<file path="config.mk">
export PLATFORM = sky130hd
export DESIGN_NAME = dmem_arbiter_flat
export DESIGN_NICKNAME = d
export VERILOG_FILES = /design/src/rtl/dmem_arbiter_if.sv /design/src/rtl/dmem_arbiter.sv /design/src/flat_wrapper.sv
export SDC_FILE = /design/constraint.sdc
export NUM_CORES = 1
export LEC_CHECK = 0
export CORE_AREA = 4 4 113 115
export DETAILED_ROUTE_END_ITERATION = 8
export DIE_AREA = 0 0 117 119
export DONT_BUFFER_PORTS = 1
export GPL_ROUTABILITY_DRIVEN = 0
export PLACE_DENSITY = 0.69
export SLEW_MARGIN = 20
export SYNTH_ARGS = -nofsm -noshare
export SYNTH_HDL_FRONTEND = slang
export SYNTH_SLANG_ARGS = --single-unit
</file>
<file path="constraint.sdc">
create_clock -name clk_i -period 1.7 [get_ports clk_i]
set_input_delay 0.34 -clock clk_i [delete_from_list [all_inputs] [get_ports clk_i]]
set_output_delay 0.34 -clock clk_i [all_outputs]
set_load 0.05 [all_outputs]
</file>
<file path="src/rtl/dmem_arbiter_if.sv">
// Bus bundle between the CPU MEM stage, the external loader/debug port and Data_Memory.
// The slave view belongs to the arbiter; the master view belongs to the surrounding system.
interface dmem_arbiter_if #(
    parameter int ADDR_W = 32,
    parameter int DATA_W = 32
);
    logic              cpu_req_i;
    logic              cpu_we_i;
    logic [ADDR_W-1:0] cpu_addr_i;
    logic [DATA_W-1:0] cpu_wdata_i;
    logic [DATA_W-1:0] cpu_rdata_o;
    logic              cpu_stall_o;

    logic              ext_req_i;
    logic              ext_we_i;
    logic [ADDR_W-1:0] ext_addr_i;
    logic [DATA_W-1:0] ext_wdata_i;
    logic [DATA_W-1:0] ext_rdata_o;
    logic              ext_ack_o;

    logic [ADDR_W-1:0] mem_addr_o;
    logic              mem_we_o;
    logic [DATA_W-1:0] mem_wdata_o;
    logic [DATA_W-1:0] mem_rdata_i;

    modport slave (
        input  cpu_req_i, cpu_we_i, cpu_addr_i, cpu_wdata_i,
        input  ext_req_i, ext_we_i, ext_addr_i, ext_wdata_i,
        input  mem_rdata_i,
        output cpu_rdata_o, cpu_stall_o, ext_rdata_o, ext_ack_o,
        output mem_addr_o, mem_we_o, mem_wdata_o
    );

    modport master (
        output cpu_req_i, cpu_we_i, cpu_addr_i, cpu_wdata_i,
        output ext_req_i, ext_we_i, ext_addr_i, ext_wdata_i,
        output mem_rdata_i,
        input  cpu_rdata_o, cpu_stall_o, ext_rdata_o, ext_ack_o,
        input  mem_addr_o, mem_we_o, mem_wdata_o
    );
endinterface

</file>
<file path="src/rtl/dmem_arbiter.sv">
// Round-robin arbiter sharing one fixed-latency data memory between the CPU MEM stage
// and an external loader port; stalls the CPU until its own access has completed.
module dmem_arbiter #(
    parameter int ADDR_W  = 32,
    parameter int DATA_W  = 32,
    parameter int MEM_LAT = 3
) (
    input  logic           clk_i,
    input  logic           rst_n_i,
    dmem_arbiter_if.slave  bus
);
    localparam int CNT_W = (MEM_LAT > 1) ? $clog2(MEM_LAT) : 1;
    localparam logic [CNT_W-1:0] CNT_INIT = CNT_W'(MEM_LAT - 1);

    typedef enum logic [1:0] {
        S_IDLE,
        S_ACCESS,
        S_DONE
    } state_t;

    typedef enum logic {
        OWN_CPU,
        OWN_EXT
    } owner_t;

    state_t            state_q, state_d;
    owner_t            owner_q, last_q, grant_owner;
    logic              grant;
    logic [CNT_W-1:0]  cnt_q;
    logic              we_q;
    logic [ADDR_W-1:0] addr_q;
    logic [DATA_W-1:0] wdata_q;
    logic [DATA_W-1:0] cpu_rdata_q;
    logic [DATA_W-1:0] ext_rdata_q;
    logic              ext_ack_q;
    logic              mem_we;
    logic              last_beat;

    assign last_beat = (state_q == S_ACCESS) && (cnt_q == '0);

    always_ff @(posedge clk_i or negedge rst_n_i) begin
        if (!rst_n_i) begin
            state_q <= S_IDLE;
        end else begin
            state_q <= state_d;
        end
    end

    always_comb begin
        state_d     = state_q;
        grant       = 1'b0;
        grant_owner = OWN_CPU;
        mem_we      = 1'b0;
        case (state_q)
            S_IDLE: begin
                // On a tie the side that did not win last time gets the memory.
                if (bus.cpu_req_i && bus.ext_req_i) begin
                    grant       = 1'b1;
                    grant_owner = (last_q == OWN_EXT) ? OWN_CPU : OWN_EXT;
                end else if (bus.cpu_req_i) begin
                    grant       = 1'b1;
                    grant_owner = OWN_CPU;
                end else if (bus.ext_req_i) begin
                    grant       = 1'b1;
                    grant_owner = OWN_EXT;
                end
                if (grant) begin
                    state_d = S_ACCESS;
                end
            end
            S_ACCESS: begin
                // The counter starts at CNT_INIT, so that value marks the first access cycle.
                mem_we = we_q && (cnt_q == CNT_INIT);
                if (cnt_q == '0) begin
                    state_d = S_DONE;
                end
            end
            S_DONE: begin
                state_d = S_IDLE;
            end
            default: begin
                state_d = S_IDLE;
            end
        endcase
    end

    always_ff @(posedge clk_i or negedge rst_n_i) begin
        if (!rst_n_i) begin
            owner_q     <= OWN_CPU;
            last_q      <= OWN_EXT;
            cnt_q       <= '0;
            we_q        <= 1'b0;
            addr_q      <= '0;
            wdata_q     <= '0;
            cpu_rdata_q <= '0;
            ext_rdata_q <= '0;
            ext_ack_q   <= 1'b0;
        end else begin
            if (grant) begin
                owner_q <= grant_owner;
                last_q  <= grant_owner;
                cnt_q   <= CNT_INIT;
                if (grant_owner == OWN_CPU) begin
                    we_q    <= bus.cpu_we_i;
                    addr_q  <= bus.cpu_addr_i;
                    wdata_q <= bus.cpu_wdata_i;
                end else begin
                    we_q    <= bus.ext_we_i;
                    addr_q  <= bus.ext_addr_i;
                    wdata_q <= bus.ext_wdata_i;
                end
            end else if ((state_q == S_ACCESS) && (cnt_q != '0)) begin
                cnt_q <= cnt_q - CNT_W'(1);
            end

            if (last_beat && !we_q) begin
                if (owner_q == OWN_CPU) begin
                    cpu_rdata_q <= bus.mem_rdata_i;
                end else begin
                    ext_rdata_q <= bus.mem_rdata_i;
                end
            end

            // Registered so the pulse coincides exactly with the DONE cycle.
            ext_ack_q <= last_beat && (owner_q == OWN_EXT);
        end
    end

    assign bus.cpu_stall_o = bus.cpu_req_i && !((state_q == S_DONE) && (owner_q == OWN_CPU));
    assign bus.cpu_rdata_o = cpu_rdata_q;
    assign bus.ext_rdata_o = ext_rdata_q;
    assign bus.ext_ack_o   = ext_ack_q;
    assign bus.mem_addr_o  = addr_q;
    assign bus.mem_wdata_o = wdata_q;
    assign bus.mem_we_o    = mem_we;
endmodule

</file>
<file path="src/flat_wrapper.sv">
// flat-port wrapper written by rule: the top's interface ports become plain ports
module dmem_arbiter_flat 
#(
    parameter int ADDR_W  = 32,
    parameter int DATA_W  = 32,
    parameter int MEM_LAT = 3
)
  (clk_i, rst_n_i, bus_cpu_req_i, bus_cpu_we_i, bus_cpu_addr_i, bus_cpu_wdata_i, bus_ext_req_i, bus_ext_we_i, bus_ext_addr_i, bus_ext_wdata_i, bus_mem_rdata_i, bus_cpu_rdata_o, bus_cpu_stall_o, bus_ext_rdata_o, bus_ext_ack_o, bus_mem_addr_o, bus_mem_we_o, bus_mem_wdata_o);
  dmem_arbiter_if #(.ADDR_W(ADDR_W), .DATA_W(DATA_W)) bus_i ();
  input  logic clk_i;
  input  logic rst_n_i;
  input wire logic [$bits(bus_i.cpu_req_i)-1:0] bus_cpu_req_i;
  input wire logic [$bits(bus_i.cpu_we_i)-1:0] bus_cpu_we_i;
  input wire logic [$bits(bus_i.cpu_addr_i)-1:0] bus_cpu_addr_i;
  input wire logic [$bits(bus_i.cpu_wdata_i)-1:0] bus_cpu_wdata_i;
  input wire logic [$bits(bus_i.ext_req_i)-1:0] bus_ext_req_i;
  input wire logic [$bits(bus_i.ext_we_i)-1:0] bus_ext_we_i;
  input wire logic [$bits(bus_i.ext_addr_i)-1:0] bus_ext_addr_i;
  input wire logic [$bits(bus_i.ext_wdata_i)-1:0] bus_ext_wdata_i;
  input wire logic [$bits(bus_i.mem_rdata_i)-1:0] bus_mem_rdata_i;
  output wire logic [$bits(bus_i.cpu_rdata_o)-1:0] bus_cpu_rdata_o;
  output wire logic [$bits(bus_i.cpu_stall_o)-1:0] bus_cpu_stall_o;
  output wire logic [$bits(bus_i.ext_rdata_o)-1:0] bus_ext_rdata_o;
  output wire logic [$bits(bus_i.ext_ack_o)-1:0] bus_ext_ack_o;
  output wire logic [$bits(bus_i.mem_addr_o)-1:0] bus_mem_addr_o;
  output wire logic [$bits(bus_i.mem_we_o)-1:0] bus_mem_we_o;
  output wire logic [$bits(bus_i.mem_wdata_o)-1:0] bus_mem_wdata_o;
  assign bus_i.cpu_req_i = bus_cpu_req_i;
  assign bus_i.cpu_we_i = bus_cpu_we_i;
  assign bus_i.cpu_addr_i = bus_cpu_addr_i;
  assign bus_i.cpu_wdata_i = bus_cpu_wdata_i;
  assign bus_i.ext_req_i = bus_ext_req_i;
  assign bus_i.ext_we_i = bus_ext_we_i;
  assign bus_i.ext_addr_i = bus_ext_addr_i;
  assign bus_i.ext_wdata_i = bus_ext_wdata_i;
  assign bus_i.mem_rdata_i = bus_mem_rdata_i;
  assign bus_cpu_rdata_o = bus_i.cpu_rdata_o;
  assign bus_cpu_stall_o = bus_i.cpu_stall_o;
  assign bus_ext_rdata_o = bus_i.ext_rdata_o;
  assign bus_ext_ack_o = bus_i.ext_ack_o;
  assign bus_mem_addr_o = bus_i.mem_addr_o;
  assign bus_mem_we_o = bus_i.mem_we_o;
  assign bus_mem_wdata_o = bus_i.mem_wdata_o;
  dmem_arbiter #(.ADDR_W(ADDR_W), .DATA_W(DATA_W), .MEM_LAT(MEM_LAT)) u_core (.clk_i(clk_i), .rst_n_i(rst_n_i), .bus(bus_i));
endmodule
</file>
# Word level (Yosys, flattened, before mapping)
# Cells that the tools add are included.
# W data, S select, Z words.
dict set report totals {
  word_cells 52
  reg_bits 136
  out_inout_bits 131
  input_bits 166
}
dict set report classes {
  n_mux 18
  bitwise 1
  add_sub_neg 1
  eq_ne 5
  n_reduce_logical 17
}
# cell n
set ops {}
lappend ops {{$mux W32} 2}
lappend ops {{$mux W1} 11}
lappend ops {{$logic_and A1 B1 Y1} 8}
lappend ops {{$mux W2} 4}
lappend ops {{$reduce_and A2 Y1} 3}
lappend ops {{$eq A2 B2 Y1 const B} 2}
lappend ops {{$logic_not A2 Y1} 2}
lappend ops {{$pmux W2 S2} 1}
lappend ops {{$reduce_bool A2 Y1} 2}
lappend ops {{$eq A2 B1 Y1 const B} 1}
lappend ops {{$logic_not A1 Y1} 2}
lappend ops {{$ne A2 B1 Y1 const B} 1}
lappend ops {{$ne A2 B2 Y1 const B} 1}
lappend ops {{$sub A2 B1 Y2 const B} 1}
lappend ops {{$not A1 Y1} 1}

# Logic depth before layout (Yosys ltp)
# Gate-level depths: netlist (run 1).
dict set report depth {
  ltp_word 6
  ltp_mapped 6
  depth_no_buf 5
}

# Worst setup path before layout (run 1)
# No wires, ideal clock.
dict set report synth_timing {
  path_kind {reg2reg}
  startpoint {register u_core.cnt_q[0]}
  endpoint {register u_core.cpu_rdata_q[0], in the netlist u_core.bus.cpu_rdata_o[0]}
  setup_slack_ps 131
  n_path_buf 2
  synth_period_minus_slack_ps 1569
  t_required_ps 1573
  path_stages_with_launch 7
  t_arrival_ps 1441
  setup_ps 127
  path_cell_list {dfrtp_1 -> inv_1 -> ha_1 -> and4bb_1 -> buf_2 -> buf_6 -> mux2_1}
}
dict set report synth_via {
  elab_chain_cells 4
}
# element line
set synth_lines {}
lappend synth_lines {{start: declaration} dmem_arbiter.sv:29} ;# logic [CNT_W-1:0] cnt_q;
lappend synth_lines {{start signal: assignment} dmem_arbiter.sv:113} ;# cnt_q <= cnt_q - CNT_W'(1);
lappend synth_lines {{$logic_not A2 Y1} dmem_arbiter.sv:39} ;# assign last_beat = (state_q == S_ACCESS) && (cnt_q == '0);
lappend synth_lines {{$logic_and A1 B1 Y1} dmem_arbiter.sv:39}
lappend synth_lines {{$logic_and A1 B1 Y1} dmem_arbiter.sv:116} ;# if (last_beat && !we_q) begin
lappend synth_lines {{$reduce_and A2 Y1 (no source line)} --}
lappend synth_lines {{end signal: assignment} dmem_arbiter.sv:118} ;# cpu_rdata_q <= bus.mem_rdata_i;
lappend synth_lines {{end: declaration} dmem_arbiter.sv:33} ;# logic [DATA_W-1:0] cpu_rdata_q;
# No other way between the ends.
# A chain may end at the register's enable or synchronous reset.

# Worst setup path in the final report (run 1)
dict set report layout_timing {
  startpoint {register u_core.cnt_q[0]}
  endpoint {output port bus_mem_we_o}
}
dict set report layout_via {
  elab_chain_cells 3
}
# element line
set layout_lines {}
lappend layout_lines {{$eq A2 B2 Y1} dmem_arbiter.sv:73} ;# mem_we = we_q && (cnt_q == CNT_INIT);
lappend layout_lines {{$logic_and A1 B1 Y1} dmem_arbiter.sv:73}
lappend layout_lines {{$mux W1} dmem_arbiter.sv:54} ;# case (state_q)
lappend layout_lines {{end: declaration} flat_wrapper.sv:26} ;# output wire logic [$bits(bus_i.mem_we_o)-1:0] bus_mem_we_o;
# No other way between the ends.

==> impl_results.md, run 1 <==
- Result of the run: finished, violations left
- Violated checks: negative hold slack
- Fraction of synthesized cell area in xor and xnor cells: 0.150%
- Critical Path RT: 1.36 ns
- Maximum level of the CTS H-tree: 4
- Die Width: roughly 120 um
- Maximum cell stage delay along the critical path: ~0.37 ns
- Placed instance area: about 6000 um^2
- Cell with the most instances after synthesis: sky130_fd_sc_hd__dfrtp_1
- Clock-pin slew on the worst setup and hold paths: 0.06 ns
- Initial DRC count: ~210
- Routed WL: approximately 14,000 um
- Count of distinct cell types in the synthesized netlist: 31
- Worst-skew pair later-pin latency: 0.42 ns
- Number of cells on the worst reg-to-reg path: 5
- Die outline area: 13,900 um^2
- Share of post-route cells with drive strength above 1: between 30% and 40%
- Standard-cell rows: 40
- Share of synthesized cell area in and, or, nand and nor gates: approximately 11%
- Synthesized-area fraction occupied by ao, oa, aoi and oai cells: a little over an eighth
- Area leader, netlist: sky130_fd_sc_hd__dfrtp_1
- Peak Freq: 599 MHz
- Number of nets in the layout: 560
- Proportion of synthesized area in mux cells: 12.3%
- Average cell area after synthesis: 14.6 um^2
- Initial core utilization: approximately half
- Root buffer cell: sky130_fd_sc_hd__clkbuf_16
- Hold Buf Count CTS: 1
- Synth Instances: 400
- Final instance area: around 6700 um^2
- Critical register-to-register path endpoint: u_core.bus.cpu_rdata_o[0]$_DFFE_PN0P_
- Remaining number of nets flagged by the antenna check after routing: 0
- Global-route wire length before repair: 21,600 um
- Yosys top cell area share: between 50% and 60%
- Main flop type after synthesis: sky130_fd_sc_hd__dfrtp_1
- Total congestion overflow after global routing: 0
- Count of flip-flops with a built-in enable after synthesis: 0
- Final-layout worst hold slack: -0.374 ns
- Via count of the first global-routing pass: a little under 4,000
- Num ports: around 300
- Biggest fanout along the worst timing path: 3
- Part of the cycle the worst path needs: between 90% and 100%
- Crit Path Class: reg2out
- Synth Register Bits: roughly 140
- Initial antenna violation count: 2
- Count of TritonRoute iterations in the first routing pass: 4
- Routed via count: about 3,700
- Worst EP arrival: 1.33 ns
- Number of fill cells in the layout: ~900
- Height of the die: ~120 um
- Number of max-cap violations: 0
- CP delay by family, top: flip-flops
- Category of the worst setup path launch point: flop
- Final hold violation count: roughly 140
- Endpoint kind of the worst setup timing path: output port
- Cells along the critical path: inv_2, ha_4, and3_4, buf_8
- Post-synthesis adder-cell area fraction: 0.428%
- Global-route usage over all layers: approximately 20%
- Core area: ~12,000 um^2
- Count of input and output buffers: 0
- Final Setup Violations: 0
- Per-cell via count in the routed design: ~6.7
- RSZ-0062 raised after global routing: true
- Remaining DRCs: 0
- Average wire per cell in the routed design: about 26 um
- Share of synthesized area occupied by flip-flops and latches: roughly three fifths
- Combinational family with the most area after synthesis: compound AO/OA/AOI/OAI gates
- Commonest cells in the netlist: sky130_fd_sc_hd__dfrtp_1, sky130_fd_sc_hd__nand4b_1, sky130_fd_sc_hd__o221a_2
- Area growth from synthesis to final layout: 15.4%
- Final Skew: roughly 0.012 ns
- Total clock buffers created by CTS: 17
- Synth async-reset ratio: 100%
- Slew margin rel.: between 60% and 70%
- Pin slew with the least headroom to its limit: between 0.5 and 0.6 ns
- Setup slack of the worst register-to-register path: ~0.04 ns
- Longest Clk Path Bufs: 2
- Largest cells by area after synthesis: sky130_fd_sc_hd__dfrtp_1, sky130_fd_sc_hd__o221a_2, sky130_fd_sc_hd__nand4b_1, sky130_fd_sc_hd__mux2_1, sky130_fd_sc_hd__mux2_2
- Clock Sink Count: approximately 140
- Crit-path slowest cell: sky130_fd_sc_hd__dfrtp_1
- TritonCTS clock tree: done
- Buffers and inverters on the worst path: 2
- Post-layout minimum cycle time: 1.67 ns
- Estimated wirelength of the detail-placed design: just under 10,000 um
- Post-synthesis net count: 568
- Largest net degree at the start of global routing: between 100 and 150
- Synth warn: 0
- Path type of the worst min-delay path: in2async
- Critical register-to-register path startpoint: u_core.cnt_q[1]$_DFFE_PN0P_
- Netlist Area Pre-Place: 5840 um^2
- Max-slew violations: 0
==> through the flow <==
stage | TNS, ns | cells | worst slack, ns | util, %
floorplan | 0 | 400 | 0.131 | -
finish | 0 | 554 | 0.0294 | 57.1
global placement | 0 | 515 | 0.107 | 50.6
detailed placement | 0 | 515 | 0.0610 | 50.6
CTS | 0 | 551 | 0.00526 | 56.7
global route | -0.146 | 554 | -0.0285 | 57.1
==> layout by cell type, fill, tap and decap left out, types with 2 or more instances in the layout <==
cell                        netlist  final
sky130_fd_sc_hd__inv_6            0      2
sky130_fd_sc_hd__inv_1            3      2
sky130_fd_sc_hd__buf_4            4      6
sky130_fd_sc_hd__mux2_2          30     30
sky130_fd_sc_hd__bufinv_16        0      5
sky130_fd_sc_hd__buf_12           0      6
sky130_fd_sc_hd__nand2_1          3      2
sky130_fd_sc_hd__clkinv_4         0      4
sky130_fd_sc_hd__clkbuf_8         0      2
sky130_fd_sc_hd__nand4b_1        65     65
sky130_fd_sc_hd__mux2_1          34     34
sky130_fd_sc_hd__dfrtp_1        135    134
sky130_fd_sc_hd__diode_2          0      2
sky130_fd_sc_hd__clkbuf_16        0     18
sky130_fd_sc_hd__o221a_2         65     65
==> per-layer routing <==
layer	up-vias	routed length [um]	GRT usage [%]
met3	22	1740	9.30
met4	0	291	7.67
met2	221	7320	33.5
met1	1850	5150	22.6
met5	-	0	0
li1	1592	-	-
==> worst max-delay path by stage <==
stage                           startpoint                                endpoint  slack, ns  cells after the start
2_1_floorplan  u_core.cnt_q[0]$_DFFE_PN0P_   u_core.bus.cpu_rdata_o[0]$_DFFE_PN0P_       0.13                      6
3_3_place_gp   u_core.cnt_q[1]$_DFFE_PN0P_  u_core.bus.cpu_rdata_o[16]$_DFFE_PN0P_       0.11                      5
3_5_place_dp   u_core.cnt_q[1]$_DFFE_PN0P_  u_core.bus.cpu_rdata_o[16]$_DFFE_PN0P_       0.06                      5
4_1_cts        u_core.cnt_q[0]$_DFFE_PN0P_                            bus_mem_we_o      0.005                      4
5_1_grt        u_core.cnt_q[0]$_DFFE_PN0P_                            bus_mem_we_o      -0.03                      4
6_report       u_core.cnt_q[0]$_DFFE_PN0P_                            bus_mem_we_o       0.03                      4
==> kinds of logic after synthesis <==
kind of cell    Yosys count
flops                   136
simple gates             79
compound gates           72
mux                      64
buf+inv                  46
fa+ha+maj                 2
xor+xnor                  1
==> registers in the layout, indices dropped and copies added (netlist names) <==
register	flops
u_core.last_q	1
u_core.bus.mem_addr_o	32
u_core.cnt_q	2
u_core.state_q	2
u_core.bus.mem_wdata_o	32
u_core.owner_q	1
u_core.we_q	1
u_core.bus.ext_ack_o	1
u_core.bus.ext_rdata_o	32
u_core.bus.cpu_rdata_o	32
==> cell type report <==
class / instances / area (um^2) / share of cell area, %
sequential: 136 / 3410 / 50.5
multi-input combinational: 218 / 2240 / 33.3
antenna: 2 / 5.00 / 0.0742
tap: 147 / 184 / 2.73
clock buffer: 19 / 453 / 6.71
clock inverter: 13 / 215 / 3.19
inverter: 3 / 11.3 / 0.167
timing repair buffer: 16 / 226 / 3.36
==> worst reg2reg max path: stages, from the launching register on <==
cell and delay [ns]:
sky130_fd_sc_hd__dfrtp_1 0.42, sky130_fd_sc_hd__inv_1 0.08, sky130_fd_sc_hd__ha_2 0.20, sky130_fd_sc_hd__and4bb_4 0.30, sky130_fd_sc_hd__clkbuf_16 0.21, sky130_fd_sc_hd__mux2_1 0.34
==> repair_timing <==
item / in CTS / in global routing
pin swaps: 1 / 1
hold endpoints to repair: 137 / 136
gates cloned: 0 / 1
endpoints found under the setup margin: 2 / 31
setup buffers: 4 / 0
gates resized for setup: 5 / 6
Power of run 1 is not shown: default switching activity piles up to over one toggle a cycle in this logic, so the estimate is an artifact.
==> run 2: changes to the inputs <==
==> constraint.sdc (replaced) <==
create_clock -name clk_i -period 1.7 [get_ports clk_i]
set_input_delay 0.17 -clock clk_i [delete_from_list [all_inputs] [get_ports clk_i]]
set_output_delay 0.17 -clock clk_i [all_outputs]
set_load 0.05 [all_outputs]
==> run 2 against run 1 <==
Net effect: the run still ends with negative hold slack left; sequential share of layout area is 5.9 points lower; clock skew is 0.0092 ns higher; global-route usage is 1.9 points higher; routed wire length is 14% higher; cell count is 18% higher; setup slack better by 0.023 ns; non-clock buffer count is 97 higher; largest cell class unchanged; highest routed layer unchanged.
==> impl_results.md, run 2 (synthesized netlist as in run 1, its figures left out) <==
- Result of the run: finished, violations left
- Violated checks: negative hold slack
- Count of input and output buffers: 0
- Clock Sink Count: about 140
- Routed WL: 16,500 um
- Estimated wirelength of the detail-placed design: about 9700 um
- Number of max-cap violations: 0
- Final-layout worst hold slack: -0.534 ns
- Hold Buf Count CTS: between 90 and 100
- Per-cell via count in the routed design: about 6.3
- Slew margin rel.: between 60 and 70%
- Final hold violation count: about 140
- Initial DRC count: around 300
- Non-filler instance count after layout: approximately 650
- Most frequent standard cell in the layout excluding fill and tap cells: sky130_fd_sc_hd__dfrtp_1
- Share of post-route cells with drive strength above 1: 29.7%
- Initial antenna violation count: 2
- Pre-CTS setup slack: between 0.03 and 0.04 ns
- Remaining DRCs: 0
- Crit Path Class: reg2reg
- Die Width: 117 um
- Num ports: around 300
- Routed via count: ~4,000
- Max-slew violations: 0
- Worst EP arrival: around 1.9 ns
- Die outline area: between 10,000 and 15,000 um^2
- Average wire per cell in the routed design: ~25 um
- Biggest fanout along the worst timing path: 16
- Clock-pin slew on the worst setup and hold paths: 0.06 ns
- Count of TritonRoute iterations in the first routing pass: 5
- Worst vdd rail ir drop: roughly 1.1 mV
- Number of fill cells in the layout: ~820
- Area of the multi-input gates: between 2000 and 2500 um^2
- Leakage: 2.99 nW
- Root buffer cell: sky130_fd_sc_hd__clkbuf_16
- Worst Slack Setup Final: around 0.052 ns
- Height of the die: approximately 120 um
- Category of the worst setup path launch point: flop
- Number of nets in the layout: approximately 660
- Total power: ~20 mW
- Final Setup Violations: 0
- Worst-skew pair later-pin latency: 0.41 ns
- Storage element area: about 3400 um^2
- Post-layout minimum cycle time: about 1.6 ns
- Final design utilization: about two thirds
- Remaining number of nets flagged by the antenna check after routing: 0
- Final Skew: between 0.02 and 0.025 ns
- Maximum level of the CTS H-tree: 4
- Total clock buffers created by CTS: 17
- Standard-cell rows: 40
- Via count of the first global-routing pass: 4,382
- Pin slew with the least headroom to its limit: 0.582 ns
- Global-route wire length before repair: around 24,000 um
- Core area: 11,800 um^2
- Number of setup buffers added after CTS: 0
- Endpoint kind of the worst setup timing path: flop
- Critical Path RT: approximately 2.0 ns
- Number of placed cells counting well taps: just over 500
- Total congestion overflow after global routing: 0
- Part of the cycle the worst path needs: between 90% and 100%
- TritonCTS clock tree: done
- Power density over the cells: around 2600 nW/um^2
- Global-route usage over all layers: between 20% and 30%
- Peak Freq: around 610 MHz
- Path type of the worst min-delay path: in2async
- Commonest cells after routing, fill and taps aside: sky130_fd_sc_hd__dfrtp_1, sky130_fd_sc_hd__dlygate4sd3_1, sky130_fd_sc_hd__nand4b_1, sky130_fd_sc_hd__o221a_2, sky130_fd_sc_hd__mux2_1
- Area growth from synthesis to final layout: 30.7%
- Longest Clk Path Bufs: 2
- Initial core utilization: about 49%
- Largest net degree at the start of global routing: ~140
[run 2: cell types whose count changed in the layout (fill, tap and decap cells not counted), moves of 2 or more]
cell | previous run | this run
sky130_fd_sc_hd__clkbuf_1 | 0 | 2
sky130_fd_sc_hd__dlygate4sd3_1 | 1 | 99
sky130_fd_sc_hd__bufinv_16 | 5 | 3
sky130_fd_sc_hd__inv_6 | 2 | 4
[run 2: layout make-up]
cell class              count  area share [%]
repair buffers            113            15.7
multi-input cells         218            29.2
clock inverters            12            2.15
flip-flops and latches    136            44.6
clock buffers              20            5.85
diodes                      2          0.0655
inverters                   3           0.147
well taps                 147            2.41
[run 2: path summary, 6_finish.rpt]
path                                                  start                                endpoint  slack (ns)  depth (start not counted)
min in group clk_i                            bus_ext_req_i   u_core.bus.mem_addr_o[29]$_DFFE_PN0P_        0.01                          2
worst min register to register    u_core.last_q$_DFFE_PN1P_               u_core.last_q$_DFFE_PN1P_        0.56                          2
max in group asynchronous                           rst_n_i               u_core.last_q$_DFFE_PN1P_        1.97                          0
worst max-delay path            u_core.cnt_q[1]$_DFFE_PN0P_  u_core.bus.cpu_rdata_o[17]$_DFFE_PN0P_        0.05                          5
worst max register to register  u_core.cnt_q[1]$_DFFE_PN0P_  u_core.bus.cpu_rdata_o[17]$_DFFE_PN0P_        0.05                          5
worst min-delay path                                rst_n_i  u_core.bus.cpu_rdata_o[25]$_DFFE_PN0P_       -0.53                          0
[run 2: layer usage]
| layer | GRT usage (%) | share of wire (%) | up-vias |
|---|---|---|---|
| met3 | 8.64 | 11 | 17 |
| met2 | 38.1 | 52 | 245 |
| met5 | 0 | 0 | - |
| met1 | 25.9 | 36 | 2081 |
| li1 | - | - | 1771 |
| met4 | 5.52 | 1.4 | 0 |
[run 2: repair_timing]
action | 4_1_cts | 5_1_grt
endpoints found under the hold margin | 268 | 136
gates resized for setup | 0 | 4
setup endpoints to repair | 0 | 32
[run 2: where the power goes]
part,switching (mW),total [mW],internal (mW),leakage [nW]
registers,6.72,11.5,4.77,1.54
clock network,1.42,3.80,2.37,0.296
logic,1.88,4.20,2.33,1.15
total,10.0,19.5,9.47,2.99
[run 2: worst max-delay path, stage by stage (launching register included)]
cell and delay, ns:
sky130_fd_sc_hd__dfrtp_1 0.40, sky130_fd_sc_hd__inv_1 0.07, sky130_fd_sc_hd__ha_2 0.20, sky130_fd_sc_hd__and4bb_4 0.30
sky130_fd_sc_hd__buf_12 0.17, sky130_fd_sc_hd__mux2_1 0.38
[run 2: per-stage QoR]
stage	TNS, ns	area [um^2]
6_report	0	7640
3_5_place_dp	0	5990
3_3_place_gp	0	5990
2_1_floorplan	0	5840
5_1_grt	-0.0239	7640
4_1_cts	0	7590
(Power assumes the default switching activity.)
